==> config.mk <==
export PLATFORM = sky130hd
export DESIGN_NAME = mem_stage_flat
export DESIGN_NICKNAME = d
export VERILOG_FILES = /design/src/rtl/mem_stage_pkg.sv /design/src/rtl/mem_stage_if.sv /design/src/rtl/mem_stage_load_align.sv /design/src/rtl/mem_stage.sv /design/src/flat_wrapper.sv
export SDC_FILE = /design/constraint.sdc
export NUM_CORES = 1
export LEC_CHECK = 0
export ABC_AREA = 1
export CAP_MARGIN = 20
export CORE_AREA = 8 8 253 255
export DETAILED_ROUTE_END_ITERATION = 12
export DIE_AREA = 0 0 261 263
export RECOVER_POWER = 50
export SLEW_MARGIN = 25
export SYNTH_ARGS = -nofsm -noshare
export SYNTH_HDL_FRONTEND = slang
export SYNTH_SLANG_ARGS = --single-unit
==> constraint.sdc <==
create_clock -name clk_i -period 1.6 [get_ports clk_i]
set_input_delay 0.16 -clock clk_i [delete_from_list [all_inputs] [get_ports clk_i]]
set_output_delay 0.16 -clock clk_i [all_outputs]
set_load 0.005 [all_outputs]
==> src/rtl/mem_stage_pkg.sv <==
// Shared types for the RV32I memory-access stage: memory op encoding, trap causes,
// EX/MEM and MEM/WB pipeline register layouts, alignment and strobe helpers.
package mem_stage_pkg;

    typedef enum logic [3:0] {LB, LH, LW, LBU, LHU, SB, SH, SW, NONE} mem_op_e;

    typedef enum logic {IDLE, WAIT} mem_state_e;

    localparam logic [4:0] TRAP_LOAD_MISALIGNED  = 5'd4;
    localparam logic [4:0] TRAP_LOAD_ACCESS      = 5'd5;
    localparam logic [4:0] TRAP_STORE_MISALIGNED = 5'd6;
    localparam logic [4:0] TRAP_STORE_ACCESS     = 5'd7;

    typedef struct packed {
        logic        valid;
        logic [4:0]  cause;
        logic [31:0] tval;
    } trap_info_t;

    typedef struct packed {
        logic        valid;
        mem_op_e     mem_op;
        logic [4:0]  rd_addr;
        logic [31:0] pc;
        logic [31:0] alu_csr_result;
        logic [31:0] rs1_rdata;
        logic [31:0] rs2_rdata;
        logic [31:0] insn;
        logic [31:0] next_pc;
        trap_info_t  carried_trap;
    } ex_mem_t;

    typedef struct packed {
        logic        valid;
        mem_op_e     mem_op;
        logic [4:0]  rd_addr;
        logic [31:0] pc;
        logic [31:0] alu_csr_result;
        logic [31:0] load_rdata;
        trap_info_t  trap;
        logic [31:0] insn;
        logic [31:0] rs1_rdata;
        logic [31:0] rs2_rdata;
        logic [3:0]  load_rmask;
        logic [3:0]  store_wmask;
        logic [31:0] store_wdata;
        logic [31:0] next_pc;
    } mem_wb_t;

    function automatic logic op_aligned(mem_op_e op, logic [1:0] lane);
        case (op)
            LH, LHU, SH: return ~lane[0];
            LW, SW:      return lane == 2'b00;
            default:     return 1'b1;
        endcase
    endfunction

    function automatic logic [3:0] store_strobe(mem_op_e op, logic [1:0] lane);
        case (op)
            SB:      return 4'b0001 << lane;
            SH:      return 4'b0011 << lane;
            SW:      return 4'b1111;
            default: return 4'b0000;
        endcase
    endfunction

endpackage

==> src/rtl/mem_stage_if.sv <==
// Single-outstanding req/ack data-memory port between the memory stage and the bus.
interface mem_stage_if;
    logic        req;
    logic        we;
    logic [31:0] addr;
    logic [31:0] wdata;
    logic [3:0]  wstrb;
    logic [31:0] rdata;
    logic        ack;
    logic        err;

    modport master (output req, we, addr, wdata, wstrb, input rdata, ack, err);
    modport slave  (input req, we, addr, wdata, wstrb, output rdata, ack, err);
endinterface

==> src/rtl/mem_stage_load_align.sv <==
// Load lane select and sign/zero extension, plus the byte mask actually read.
module mem_stage_load_align
    import mem_stage_pkg::*;
(
    input  mem_op_e     mem_op,
    input  logic [1:0]  lane,
    input  logic [31:0] rdata,
    output logic [31:0] data,
    output logic [3:0]  rmask
);
    logic [31:0] shifted;

    always_comb begin
        shifted = rdata >> {lane, 3'b000};
        data    = '0;
        rmask   = '0;
        case (mem_op)
            LB:  begin data = {{24{shifted[7]}}, shifted[7:0]};   rmask = 4'b0001 << lane; end
            LBU: begin data = {24'h0, shifted[7:0]};              rmask = 4'b0001 << lane; end
            LH:  begin data = {{16{shifted[15]}}, shifted[15:0]}; rmask = 4'b0011 << lane; end
            LHU: begin data = {16'h0, shifted[15:0]};             rmask = 4'b0011 << lane; end
            LW:  begin data = shifted;                            rmask = 4'b1111;         end
            default: ;
        endcase
    end
endmodule

==> src/rtl/mem_stage.sv <==
// RV32I memory-access stage: drives the data-memory port, aligns loads, raises
// misaligned/access-fault traps and registers mem_wb_t. RVFI_EN adds RVFI fields.
module mem_stage
    import mem_stage_pkg::*;
#(
    parameter int unsigned TIMEOUT_CYCLES = 255
)
(
    input  logic        clk_i,
    input  logic        rst_i,
    input  ex_mem_t     ex_mem_pipeline_q,
    input  logic        flush_i,
    mem_stage_if.master dmem,
    output logic        mem_stall_o,
    output mem_wb_t     mem_wb_pipeline_q
);
    localparam int unsigned CW = $clog2(TIMEOUT_CYCLES) + 1;

    mem_state_e  state;
    logic [CW-1:0] cnt;
    ex_mem_t     ex;
    mem_wb_t     wb_next;
    logic [31:0] addr, wdata, align_data;
    logic [1:0]  lane;
    logic [3:0]  strb, align_rmask;
    logic        is_load, is_store, aligned, misaligned;
    logic        req, timeout, fault, done;

    assign ex = ex_mem_pipeline_q;

    // EX is frozen while stalled, so the request is driven straight from ex_mem in both states.
    always_comb begin
        addr       = ex.alu_csr_result;
        lane       = addr[1:0];
        is_load    = ex.mem_op inside {LB, LH, LW, LBU, LHU};
        is_store   = ex.mem_op inside {SB, SH, SW};
        aligned    = op_aligned(ex.mem_op, lane);
        misaligned = ex.valid & (is_load | is_store) & ~ex.carried_trap.valid & ~aligned;
        req        = ex.valid & (is_load | is_store) & ~ex.carried_trap.valid & aligned
                     & ~flush_i & ~rst_i;
        strb       = store_strobe(ex.mem_op, lane);
        wdata      = ex.rs2_rdata << {lane, 3'b000};
        timeout    = (state == WAIT) && (cnt == CW'(TIMEOUT_CYCLES - 1));
        fault      = req & (dmem.err | (timeout & ~dmem.ack));
        done       = dmem.ack | dmem.err | timeout;
    end

    assign dmem.req    = req;
    assign dmem.we     = req & is_store;
    assign dmem.addr   = {addr[31:2], 2'b00};
    assign dmem.wdata  = wdata;
    assign dmem.wstrb  = req ? strb : 4'b0000;
    assign mem_stall_o = req & ~done;

    mem_stage_load_align u_load_align (
        .mem_op (ex.mem_op),
        .lane   (lane),
        .rdata  (dmem.rdata),
        .data   (align_data),
        .rmask  (align_rmask)
    );

    always_comb begin
        wb_next                = '0;
        wb_next.valid          = ex.valid;
        wb_next.mem_op         = ex.mem_op;
        wb_next.rd_addr        = ex.rd_addr;
        wb_next.pc             = ex.pc;
        wb_next.alu_csr_result = ex.alu_csr_result;
        wb_next.load_rdata     = is_load ? align_data : '0;
        if (ex.valid && ex.carried_trap.valid) begin
            wb_next.trap = ex.carried_trap;
        end else if (misaligned || fault) begin
            wb_next.trap.valid = 1'b1;
            wb_next.trap.tval  = addr;
            if (misaligned) wb_next.trap.cause = is_load ? TRAP_LOAD_MISALIGNED : TRAP_STORE_MISALIGNED;
            else            wb_next.trap.cause = is_load ? TRAP_LOAD_ACCESS : TRAP_STORE_ACCESS;
        end
`ifdef RVFI_EN
        wb_next.insn      = ex.insn;
        wb_next.rs1_rdata = ex.rs1_rdata;
        wb_next.rs2_rdata = ex.rs2_rdata;
        wb_next.next_pc   = ex.next_pc;
        if (req && !fault) begin
            wb_next.load_rmask  = is_load  ? align_rmask : 4'b0000;
            wb_next.store_wmask = is_store ? strb : 4'b0000;
            wb_next.store_wdata = is_store ? wdata : '0;
        end
`endif
    end

`ifndef RVFI_EN
    logic unused_rvfi;
    assign unused_rvfi = ^{ex.insn, ex.rs1_rdata, ex.next_pc, align_rmask};
`endif

    // Flush/reset clear req combinationally, so WAIT sees ~req and returns to IDLE ignoring late acks.
    always_ff @(posedge clk_i) begin
        if (rst_i) begin
            state             <= IDLE;
            cnt               <= '0;
            mem_wb_pipeline_q <= '0;
        end else begin
            case (state)
                IDLE: if (req && !done) begin
                    state <= WAIT;
                    cnt   <= '0;
                end
                WAIT: if (!req || done) state <= IDLE;
                      else              cnt   <= cnt + CW'(1);
                default: state <= IDLE;
            endcase
            if (flush_i || mem_stall_o) mem_wb_pipeline_q <= '0;
            else                        mem_wb_pipeline_q <= wb_next;
        end
    end
endmodule

==> src/flat_wrapper.sv <==
// flat-port wrapper written by rule: the top's interface ports become plain ports
module mem_stage_flat import mem_stage_pkg::*;
#(
    parameter int unsigned TIMEOUT_CYCLES = 255
)
  (clk_i, rst_i, ex_mem_pipeline_q, flush_i, mem_stall_o, mem_wb_pipeline_q, dmem_req, dmem_we, dmem_addr, dmem_wdata, dmem_wstrb, dmem_rdata, dmem_ack, dmem_err);
  mem_stage_if dmem_i ();
  input  logic clk_i;
  input  logic rst_i;
  input  ex_mem_t ex_mem_pipeline_q;
  input  logic flush_i;
  output logic mem_stall_o;
  output mem_wb_t mem_wb_pipeline_q;
  output wire logic [$bits(dmem_i.req)-1:0] dmem_req;
  output wire logic [$bits(dmem_i.we)-1:0] dmem_we;
  output wire logic [$bits(dmem_i.addr)-1:0] dmem_addr;
  output wire logic [$bits(dmem_i.wdata)-1:0] dmem_wdata;
  output wire logic [$bits(dmem_i.wstrb)-1:0] dmem_wstrb;
  input wire logic [$bits(dmem_i.rdata)-1:0] dmem_rdata;
  input wire logic [$bits(dmem_i.ack)-1:0] dmem_ack;
  input wire logic [$bits(dmem_i.err)-1:0] dmem_err;
  assign dmem_req = dmem_i.req;
  assign dmem_we = dmem_i.we;
  assign dmem_addr = dmem_i.addr;
  assign dmem_wdata = dmem_i.wdata;
  assign dmem_wstrb = dmem_i.wstrb;
  assign dmem_i.rdata = dmem_rdata;
  assign dmem_i.ack = dmem_ack;
  assign dmem_i.err = dmem_err;
  mem_stage #(.TIMEOUT_CYCLES(TIMEOUT_CYCLES)) u_core (.clk_i(clk_i), .rst_i(rst_i), .ex_mem_pipeline_q(ex_mem_pipeline_q), .flush_i(flush_i), .dmem(dmem_i), .mem_stall_o(mem_stall_o), .mem_wb_pipeline_q(mem_wb_pipeline_q));
endmodule
=== Word-level counts from Yosys, hierarchy flattened ===
Index checks and enable logic that the tools add are counted.

* Add/subtract/negate cells: 1
* Equality and inequality tests: 10
* Shift-type cells: 4
* Multiplexer cells: 15
* Bitwise gates (word level): 23
* Reductions and logical operators: 17

{| class="wikitable"
|+ Operators by type and width
! cell !! number
|-
| 32-bit case mux with 5 select lines || 1
|-
| 38-bit 2-to-1 mux || 2
|-
| 32-bit by 5-bit << shifter with 32-bit output || 1
|-
| 32-bit by 5-bit >> shifter with 32-bit output || 1
|-
| 9-bit 2-to-1 mux || 2
|-
| 9-bit case mux with 2 select lines || 1
|-
| 4-bit by 3-bit equality test with 1-bit output, second input constant || 4
|-
| 4-bit case mux with 3 select lines || 1
|-
| 1-bit bitwise AND || 10
|-
| 9-bit by 1-bit adder with 9-bit output, second input constant || 1
|-
| 9-bit by 8-bit equality test with 1-bit output, second input constant || 1
|-
| 1-bit inverter || 9
|-
| 4-bit by 2-bit equality test with 1-bit output, second input constant || 2
|-
| 3-bit OR reduction || 2
|-
| 5-bit 2-to-1 mux || 1
|-
| 5-bit nonzero test || 1
|-
| 4-bit by 1-bit equality test with 1-bit output, second input constant || 1
|-
| 4-bit logical NOT || 1
|-
| 2-bit 2-to-1 mux || 2
|-
| 4-bit 2-to-1 mux || 1
|-
| 1-bit OR || 4
|-
| 1-bit case mux with 2 select lines || 2
|-
| 2-bit OR reduction || 2
|-
| 1-bit by 2-bit << shifter with 4-bit output, first input constant || 1
|-
| other kinds (10) || 16
|}

* Flip-flop bits (word level): 322
* Input bits: 277
* Output and inout bits: 383
* Word-level logic and storage cells: 88

=== Logic depth before layout (Yosys ltp) ===
Gate-level depths: netlist of run 1.

* Depth after elaboration: 12
* Gate-level depth with buffers: 13
* Gate-level depth less buffers: 12

=== By module ===
A second synthesis of run 1 with hierarchy kept.

* Cell total of the unflattened synthesis: 1136
* Area, all modules: 8359.3 sq um

{| class="wikitable"
|+ Modules (own cells, without submodules)
! module !! times used !! cells each !! area each (sq um) !! seq. area each (sq um)
|-
| mem_stage || 1 || 929 || 7378.3 || 3083.0
|-
| mem_stage_load_align || 1 || 207 || 980.9 || 0.0
|}

=== Least setup slack after synthesis of run 1 ===
Ideal clock, no wire load.

* Kind: reg-to-reg
* Start point: register u_core.cnt[0]
* End point: register u_core.mem_wb_pipeline_q[222] (netlist name)
* Library setup time: 0.117 ns
* Arrival time: 1.434 ns
* Data required time: 1.483 ns
* Setup slack: 0.049 ns
* Cell stages (with the launch flop): 14
* Buffers on the path: 1
* Clock period less this slack: 1.551 ns
* Cell sequence: dfxtp_1 > inv_1 > ha_1 > nand3_1 > nor2_1 > nand2_1 > nand2_1 > inv_1 > nand3_2 > nand2_4 > inv_2 > nand2_2 > buf_2 > nor2_1

* Longest elaborated chain between the ends: 7

{| class="wikitable"
|+ Ends and longest elaborated chain
! element !! line !! text
|-
| start: declaration || mem_stage.sv:20 || <nowiki>logic [CW-1:0] cnt;</nowiki>
|-
| start signal: assignment || mem_stage.sv:110 || <nowiki>else cnt <= cnt + CW'(1);</nowiki>
|-
| 9-bit by 8-bit equality test with 1-bit output || mem_stage.sv:43 || <nowiki>timeout = (state == WAIT) && (cnt == CW'(TIMEOUT_CYCLES - 1));</nowiki>
|-
| 1-bit logical AND || mem_stage.sv:43 ||
|-
| 1-bit OR || mem_stage.sv:45 || <nowiki>done = dmem.ack | dmem.err | timeout;</nowiki>
|-
| 1-bit inverter || mem_stage.sv:53 || <nowiki>assign mem_stall_o = req & ~done;</nowiki>
|-
| 1-bit bitwise AND || mem_stage.sv:53 ||
|-
| 1-bit logical OR || mem_stage.sv:113 || <nowiki>if (flush_i || mem_stall_o) mem_wb_pipeline_q <= '0;</nowiki>
|-
| 3-bit OR reduction (no line) || -- ||
|}

No other way between the ends.
A chain may end at the register's enable or synchronous reset.

=== Final worst setup path of run 1 ===
* Start point: register u_core.cnt[0]
* End point: register u_core.mem_wb_pipeline_q[206] (netlist name)

* Longest elaborated chain between the ends: 7

{| class="wikitable"
|+ Ends and longest elaborated chain
! element !! line
|-
| 9-bit by 8-bit equality test with 1-bit output || mem_stage.sv:43
|-
| 1-bit logical AND || mem_stage.sv:43
|-
| 1-bit OR || mem_stage.sv:45
|-
| 1-bit inverter || mem_stage.sv:53
|-
| 1-bit bitwise AND || mem_stage.sv:53
|-
| 1-bit logical OR || mem_stage.sv:113
|-
| 3-bit OR reduction (no line) || --
|}

No other way between the ends.

==> results of run 1 <==
synthesized netlist by cell type:
cell type and n:
a21oi_1 47, a221oi_1 7, a22o_1 2, a22oi_1 8, a31oi_1 2, buf_1 2, buf_2 16, buf_4 208
buf_6 1, clkbuf_1 14, clkinv_1 3, conb_1 1, dfxtp_1 154, ha_1 2, inv_1 122, inv_2 4
nand2_1 137, nand2_2 2, nand2_4 1, nand3_1 40, nand3_2 2, nand3b_1 1, nand4_1 1, nor2_1 177
nor2_2 3, nor3_1 5, nor3_2 1, o21a_1 3, o21ai_0 31, o21ai_1 1, o21ai_2 1, o21bai_1 1
o22ai_1 12, o31ai_1 1, o32ai_1 1, xnor2_1 2, xor2_1 3
metal layers:
| layer | vias to the layer above | wire (um) |
|---|---|---|
| met3 | 33 | 3000 |
| met1 | 3416 | 15200 |
| li1 | 3725 | - |
| met4 | 0 | 595 |
| met2 | 401 | 18500 |
| met5 | - | 0 |
registers in the layout (all words and copies together) (netlist names):
name	count
u_core.mem_wb_pipeline_q	144
u_core.cnt	9
u_core.state	1
logic make-up (layout without fill, tap and decap cells):
kind of cell    after synthesis  in the layout
fa+ha+maj                     2              2
other cells                   1            172
simple gates                370            370
xor+xnor                      5              5
buf+inv                     370            693
flops                       154            154
compound gates              117            117
power breakdown:
part / switching [uW] / leakage (uW) / internal [uW] / total, uW
logic: 974 / 0.00489 / 1070 / 2040
clock network: 1890 / 0.000278 / 2190 / 4080
registers: 28.1 / 0.00126 / 3940 / 3960
worst max path at each step:
stage / from / depth (start not counted) / to
3_3_place_gp: ex_mem_pipeline_q[235] / 10 / dmem_we
3_5_place_dp: ex_mem_pipeline_q[235] / 10 / dmem_we
2_1_floorplan: u_core.cnt[0]$_SDFFE_PP0P_ / 13 / u_core.mem_wb_pipeline_q[222]$_SDFF_PP0_
5_1_grt: u_core.cnt[0]$_SDFFE_PP0P_ / 14 / u_core.mem_wb_pipeline_q[207]$_SDFF_PP0_
6_report: u_core.cnt[0]$_SDFFE_PP0P_ / 14 / u_core.mem_wb_pipeline_q[206]$_SDFF_PP0_
4_1_cts: u_core.cnt[0]$_SDFFE_PP0P_ / 10 / mem_stall_o
worst register-to-register path, stage by stage, from the launching register on:
cell and delay, ps:
dfxtp_2 340, inv_2 50, ha_4 150, nand3_2 60, nor2_2 40, nand2_1 50, nand2_1 40, inv_1 60
nand3_2 100, buf_6 150, nand2_8 120, clkinv_8 100, nand2_8 140, clkbuf_16 190, nor2_1 40
cells in the final DEF (no fill, tap or decap), types with 4 or more instances in the layout:
cell type	count
clkdlybuf4s50_1	259
nand3_1	26
clkinvlp_4	4
buf_8	5
nor2_2	34
buf_6	27
o21ai_1	4
a221oi_1	7
nand3_2	15
nor2_4	31
o22ai_1	10
o21ai_0	28
nand2_2	34
buf_12	16
a21oi_1	42
buf_4	91
conb_1	170
clkinv_4	6
dlygate4sd2_1	38
nand2_4	17
nor2_1	115
inv_1	118
clkbuf_16	18
a21oi_4	4
nand2_1	86
a22oi_1	8
clkbuf_2	4
dfxtp_2	6
dlygate4sd3_1	75
buf_16	7
dfxtp_1	148
area by class of cell:
| type | instances | area (um2) |
|---|---|---|
| multi-input cells | 664 | 3640 |
| flip-flops and latches | 154 | 3090 |
| fillers | 6608 | 45700 |
| well taps | 782 | 978 |
| inverters | 129 | 520 |
| clock inverters | 15 | 166 |
| clock buffers | 17 | 425 |
| diodes | 2 | 5.00 |
| repair buffers | 532 | 5370 |
repair_timing:
| item | 4_1_cts | 5_1_grt |
|---|---|---|
| endpoints found under the setup margin | 202 | 166 |
| setup buffers | 16 | 8 |
| cloned | 8 | 1 |
| hold buffers | 0 | 0 |
| pin swaps | 30 | 72 |
| resized for setup | 219 | 153 |
through the flow:
stage | hold WS (ps) | total power [uW]
6_report | 44.4 | 10100
5_1_grt | 23.9 | 10600
4_1_cts | 5.76 | 10200
3_5_place_dp | 585 | 5900
3_3_place_gp | 578 | 5900
2_1_floorplan | 272 | 4950
==> flow_summary.yaml, run 1 <==
pwr:
  ir_drop_mv: 0.439
  power_density_nw_per_um2: 711
  power.leakage_uw: 0.00643
grt:
  grt_overflow_total: 0
  grt_max_degree: 27
  use_met3_pct: 3.47
  grt_pass1_wl_mm: 51.6
  top_usage_layer: "met2"
  use_met1_pct: 11.6
  grt.total_usage_pct: 10.4
  first_global_vias: 8054
  grt_util_met2_pct: 18.3
  antenna_found_initial: 2
worst_hold_path:
  min-delay-start: "ex_mem_pipeline_q[236]"
  hold_class: "primary input to flop"
  hold_end: "u_core.mem_wb_pipeline_q[308]$_SDFF_PP0_"
  hold_depth: 4
clock_tree:
  cts_sinks: 154
  root_buffer: "clkbuf_16"
  clk_latency_ps: 470
  clk_path_buf_depth: 2
  htreeDepth: 4
  cts_inserted_buffers: 17
  cts_tree: "built"
  clkTransAtPathRegs_ps: 70
critical_path:
  max_stage_delay_ps: 340
  crit_fanout: 8
  cp-end-kind: "flop"
  r2r_cells: 14
  crit_slowest_cell: "dfxtp_2"
  cp-start-kind: "flop"
  critPathKind: "flop to flop"
  crit_chain: "inv_2 -> ha_4 -> nand3_2 -> nor2_2 -> nand2_1 -> nand2_1 -> inv_1 -> nand3_2 -> buf_6 -> nand2_8 -> clkinv_8 -> nand2_8 -> clkbuf_16 -> nor2_1"
  worst-path-buf-inv: 5
  crit_family: "simple AND/OR/NAND/NOR gates"
  timing.rr.end: "u_core.mem_wb_pipeline_q[206]$_SDFF_PP0_"
  cp_data_arrival_time_ps: 2110
  crit_required_ps: 1950
  r2r-start: "u_core.cnt[0]$_SDFFE_PP0P_"
  rrSetupSlack_ps: -160
yosys:
  synthSimpleGateAreaFrac_pct: 19.8
  synth_top_area_cell: "dfxtp_1"
  ys_ff_latch: 154
  synth_adder_area_share_pct: 0.333
  synthXorXnorAreaFrac_pct: 0.582
  synth_top_family_by_area: "buffers and inverters"
  yosysWarnings: 0
  mappedNetlistArea_um2: 7520
  synth_top_cell_area_share_pct: 41.0
  synth_compound_gate_area_share_pct: 9.00
  synth.mux.area_fraction_pct: 0
  syn_avg_cell_area_um2: 7.38
  synthCells: 1019
  synth_seq_area_share_pct: 41.0
  synthTopCellsByArea: "dfxtp_1 41%, buf_4 21%, nor2_1 8.8%, nand2_1 6.8%, inv_1 6.1%"
  ys_types: 37
timing:
  rsz0062_at_grt: "yes"
  setup-violations-final: 109
  finalMaxSlewViolations: 0
  finalHoldViolCount: 0
  setup_tns_ps: -9880
  fmax_ghz: 0.568
  fin_crit_ps: 1760
  finalWorstSetupSlack_ps: -159
  clock_skew_ps: 15.5
  fin_crit_sh_pct: 110
place:
  place_inst: 2235
  post-place-ws_ps: -989
  routabilityCongestion: 0.795
  hpwl_mm: 30.0
  portBuffers: 393
  dpl-instance-area_um2: 12400
cells_and_area:
  nets: 1777
  utilization_pct: 23.7
  syn_to_final_growth_pct: 88.8
  drive_gt1_share_pct: 23.2
  stdcell_area_um2: 14200
  fin_cells: 2295
floorplanning:
  rows: 90
  start_util_pct: 12.6
  core_um2: 59900
  die_h_um: 263
  ios: 660
  fp.dieW_um: 261
  die_area_um2: 68600
route:
  ant_nets: 0
  dr.pass1.iters: 4
  routedWlPerCell_um: 16.2
  totalWireLength_mm: 37.3
  drcViolationCount: 0
  drtIter0Drc: 290
  vias: 7575
  vias_per_cell: 3.30
status:
  violations: "negative setup slack"
  outcome: "complete, but fails checks"
run:
  max_cap_violations: 0
Power figures use the tool's default switching activity.
==> run 2, diff against run 1 <==
--- a/config.mk
+++ b/config.mk
@@ -7,9 +7,9 @@
 export LEC_CHECK = 0
 export ABC_AREA = 1
 export CAP_MARGIN = 20
-export CORE_AREA = 8 8 253 255
+export CORE_AREA = 8 8 248 250
 export DETAILED_ROUTE_END_ITERATION = 12
-export DIE_AREA = 0 0 261 263
+export DIE_AREA = 0 0 256 258
 export RECOVER_POWER = 50
 export SLEW_MARGIN = 25
 export SYNTH_ARGS = -nofsm -noshare
==> constraint.sdc (replaced) <==
create_clock -name clk_i -period 2.24 [get_ports clk_i]
set_input_delay 0.224 -clock clk_i [delete_from_list [all_inputs] [get_ports clk_i]]
set_output_delay 0.224 -clock clk_i [all_outputs]
set_load 0.005 [all_outputs]
==> flow_summary.yaml, run 2 (synthesis results as in run 1) <==
critical_path:
  cp-start-kind: "primary input"
  cp_data_arrival_time_ps: 1840
  crit_required_ps: 2020
  crit_fanout: 24
  cp-end-kind: "output pin"
  critPathKind: "primary input to output pin"
  rrSetupSlack_ps: 200
  r2r_cells: 13
  timing.rr.end: "u_core.mem_wb_pipeline_q[197]$_SDFF_PP0_"
  startpoint: "ex_mem_pipeline_q[166]"
  endpoint: "dmem_wdata[22]"
  r2r-start: "u_core.cnt[0]$_SDFFE_PP0P_"
cells_and_area:
  nets: 1719
  syn_to_final_growth_pct: 69.4
  final_cell_mix: "205 x clkdlybuf4s50_1, 177 x nor2_1, 173 x dlygate4sd3_1"
  multi_input_area_um2: 2930
  final_common_cell: "clkdlybuf4s50_1"
  fillers: 6422
  stdcell_area_um2: 12700
  drive_gt1_share_pct: 9.77
  seqCellArea_um2: 3080
  regMostFlops: "u_core.mem_wb_pipeline_q"
  largest_reg_flops: 144
  utilization_pct: 22.2
  fin_cells: 2222
  top_regs: "u_core.mem_wb_pipeline_q: 144 flops, u_core.cnt: 9 flops, u_core.state: 1 flops"
place:
  place_inst: 2180
  hpwl_mm: 29.8
  dpl-instance-area_um2: 12100
  portBuffers: 393
  routabilityCongestion: 0.786
grt:
  antenna_found_initial: 7
  grt_pass1_wl_mm: 50.6
  grt_overflow_total: 0
  first_global_vias: 7734
  grt.total_usage_pct: 10.3
  grt_max_degree: 46
clock_tree:
  clk_latency_ps: 440
  cts_tree: "built"
  cts_sinks: 154
  root_buffer: "clkbuf_16"
  htreeDepth: 4
  clkTransAtPathRegs_ps: 80
  cts_hold_buf: 0
  cts_inserted_buffers: 17
  clk_path_buf_depth: 2
floorplanning:
  rows: 88
  fp.dieW_um: 256
  die_h_um: 258
  start_util_pct: 13.1
  die_area_um2: 66000
  core_um2: 57400
  ios: 660
timing:
  setup-violations-final: 0
  fin_crit_sh_pct: 92.3
  finalHoldViolCount: 0
  slew_headroom_pct: 45.8
  finalMaxSlewViolations: 0
  fin_crit_ps: 2070
  clock_skew_ps: 17.1
  setup_tns_ps: 0
  fmax_ghz: 0.483
  worst_pin_slew_ps: 809
  rsz0062_at_grt: "no"
route:
  dr.pass1.iters: 5
  vias_per_cell: 3.27
  routedWlPerCell_um: 15.9
  ant_nets: 0
  drtIter0Drc: 236
  totalWireLength_mm: 35.3
  vias: 7274
  drcViolationCount: 0
pwr:
  power_density_nw_per_um2: 554
  power.leakage_uw: 0.00602
  ir_drop_mv: 0.416
worst_hold_path:
  min-delay-start: "ex_mem_pipeline_q[239]"
  hold_class: "primary input to flop"
run:
  max_cap_violations: 0
status:
  outcome: "completed"
[run 2: changes by cell type in the layout (fill, tap and decap cells not counted), moves of 28 or more]
cell / before / now
nor2_2: 34 / 3
nand2_2: 34 / 6
nand2_1: 86 / 132
dlygate4sd2_1: 38 / 5
nor2_4: 31 / 0
dlygate4sd3_1: 75 / 173
nor2_1: 115 / 177
clkdlybuf4s50_1: 259 / 205
[run 2: power by group]
group	internal [uW]	switching, uW	total (uW)
clock	1590	1390	2980
sequential	2810	16.3	2830
combinational	663	591	1250
[run 2: what timing repair did]
action                                  CTS  global route
pin swaps                                 4             3
resized for setup                        34             4
cloned                                    0             0
endpoints found under the setup margin    7             4
setup buffers                             7             0
hold endpoints to repair                  0             0
[run 2: cell type report]
cell class              count  area share, %
repair buffers            474           36.8
flip-flops and latches    154           24.2
multi-input cells         664           23.0
well taps                 765           7.52
inverters                 129           3.81
clock buffers              18           3.37
clock inverters            14           1.23
diodes                      4         0.0786
[run 2: stage by stage]
step / total power, uW / setup WS (ps) / hold WS, ps
finish: 7060 / 171 / 263
detailed placement: 4180 / -485 / 475
global route: 7420 / 8.36 / 274
CTS: 7240 / 3.64 / 240
floorplan: 3540 / 689 / 336
global placement: 4180 / -449 / 468
[run 2: worst min-delay path by stage]
stage	end	slack [ps]	cells past startpoint
after floorplan	u_core.mem_wb_pipeline_q[203]$_SDFF_PP0_	340	2
after CTS	u_core.mem_wb_pipeline_q[311]$_SDFF_PP0_	240	4
final	u_core.mem_wb_pipeline_q[311]$_SDFF_PP0_	260	4
after detailed placement	u_core.cnt[5]$_SDFFE_PP0P_	470	2
after global placement	u_core.cnt[5]$_SDFFE_PP0P_	470	2
after global routing	u_core.mem_wb_pipeline_q[311]$_SDFF_PP0_	270	4
[run 2: routing by layer]
metal	global-route usage (%)	part of all wire (%)	vias up
met4	2.92	1.6	4
met5	0	0.076	-
li1	-	-	3607
met1	11.5	42	3225
met2	17.8	48	411
met3	4.23	8.7	27
[run 2: critical path: stages]
cell and delay [ps]:
buf_2 130, inv_2 160, buf_12 200, nand2_1 170, buf_4 240, o22ai_1 150, clkdlybuf4s50_1 550
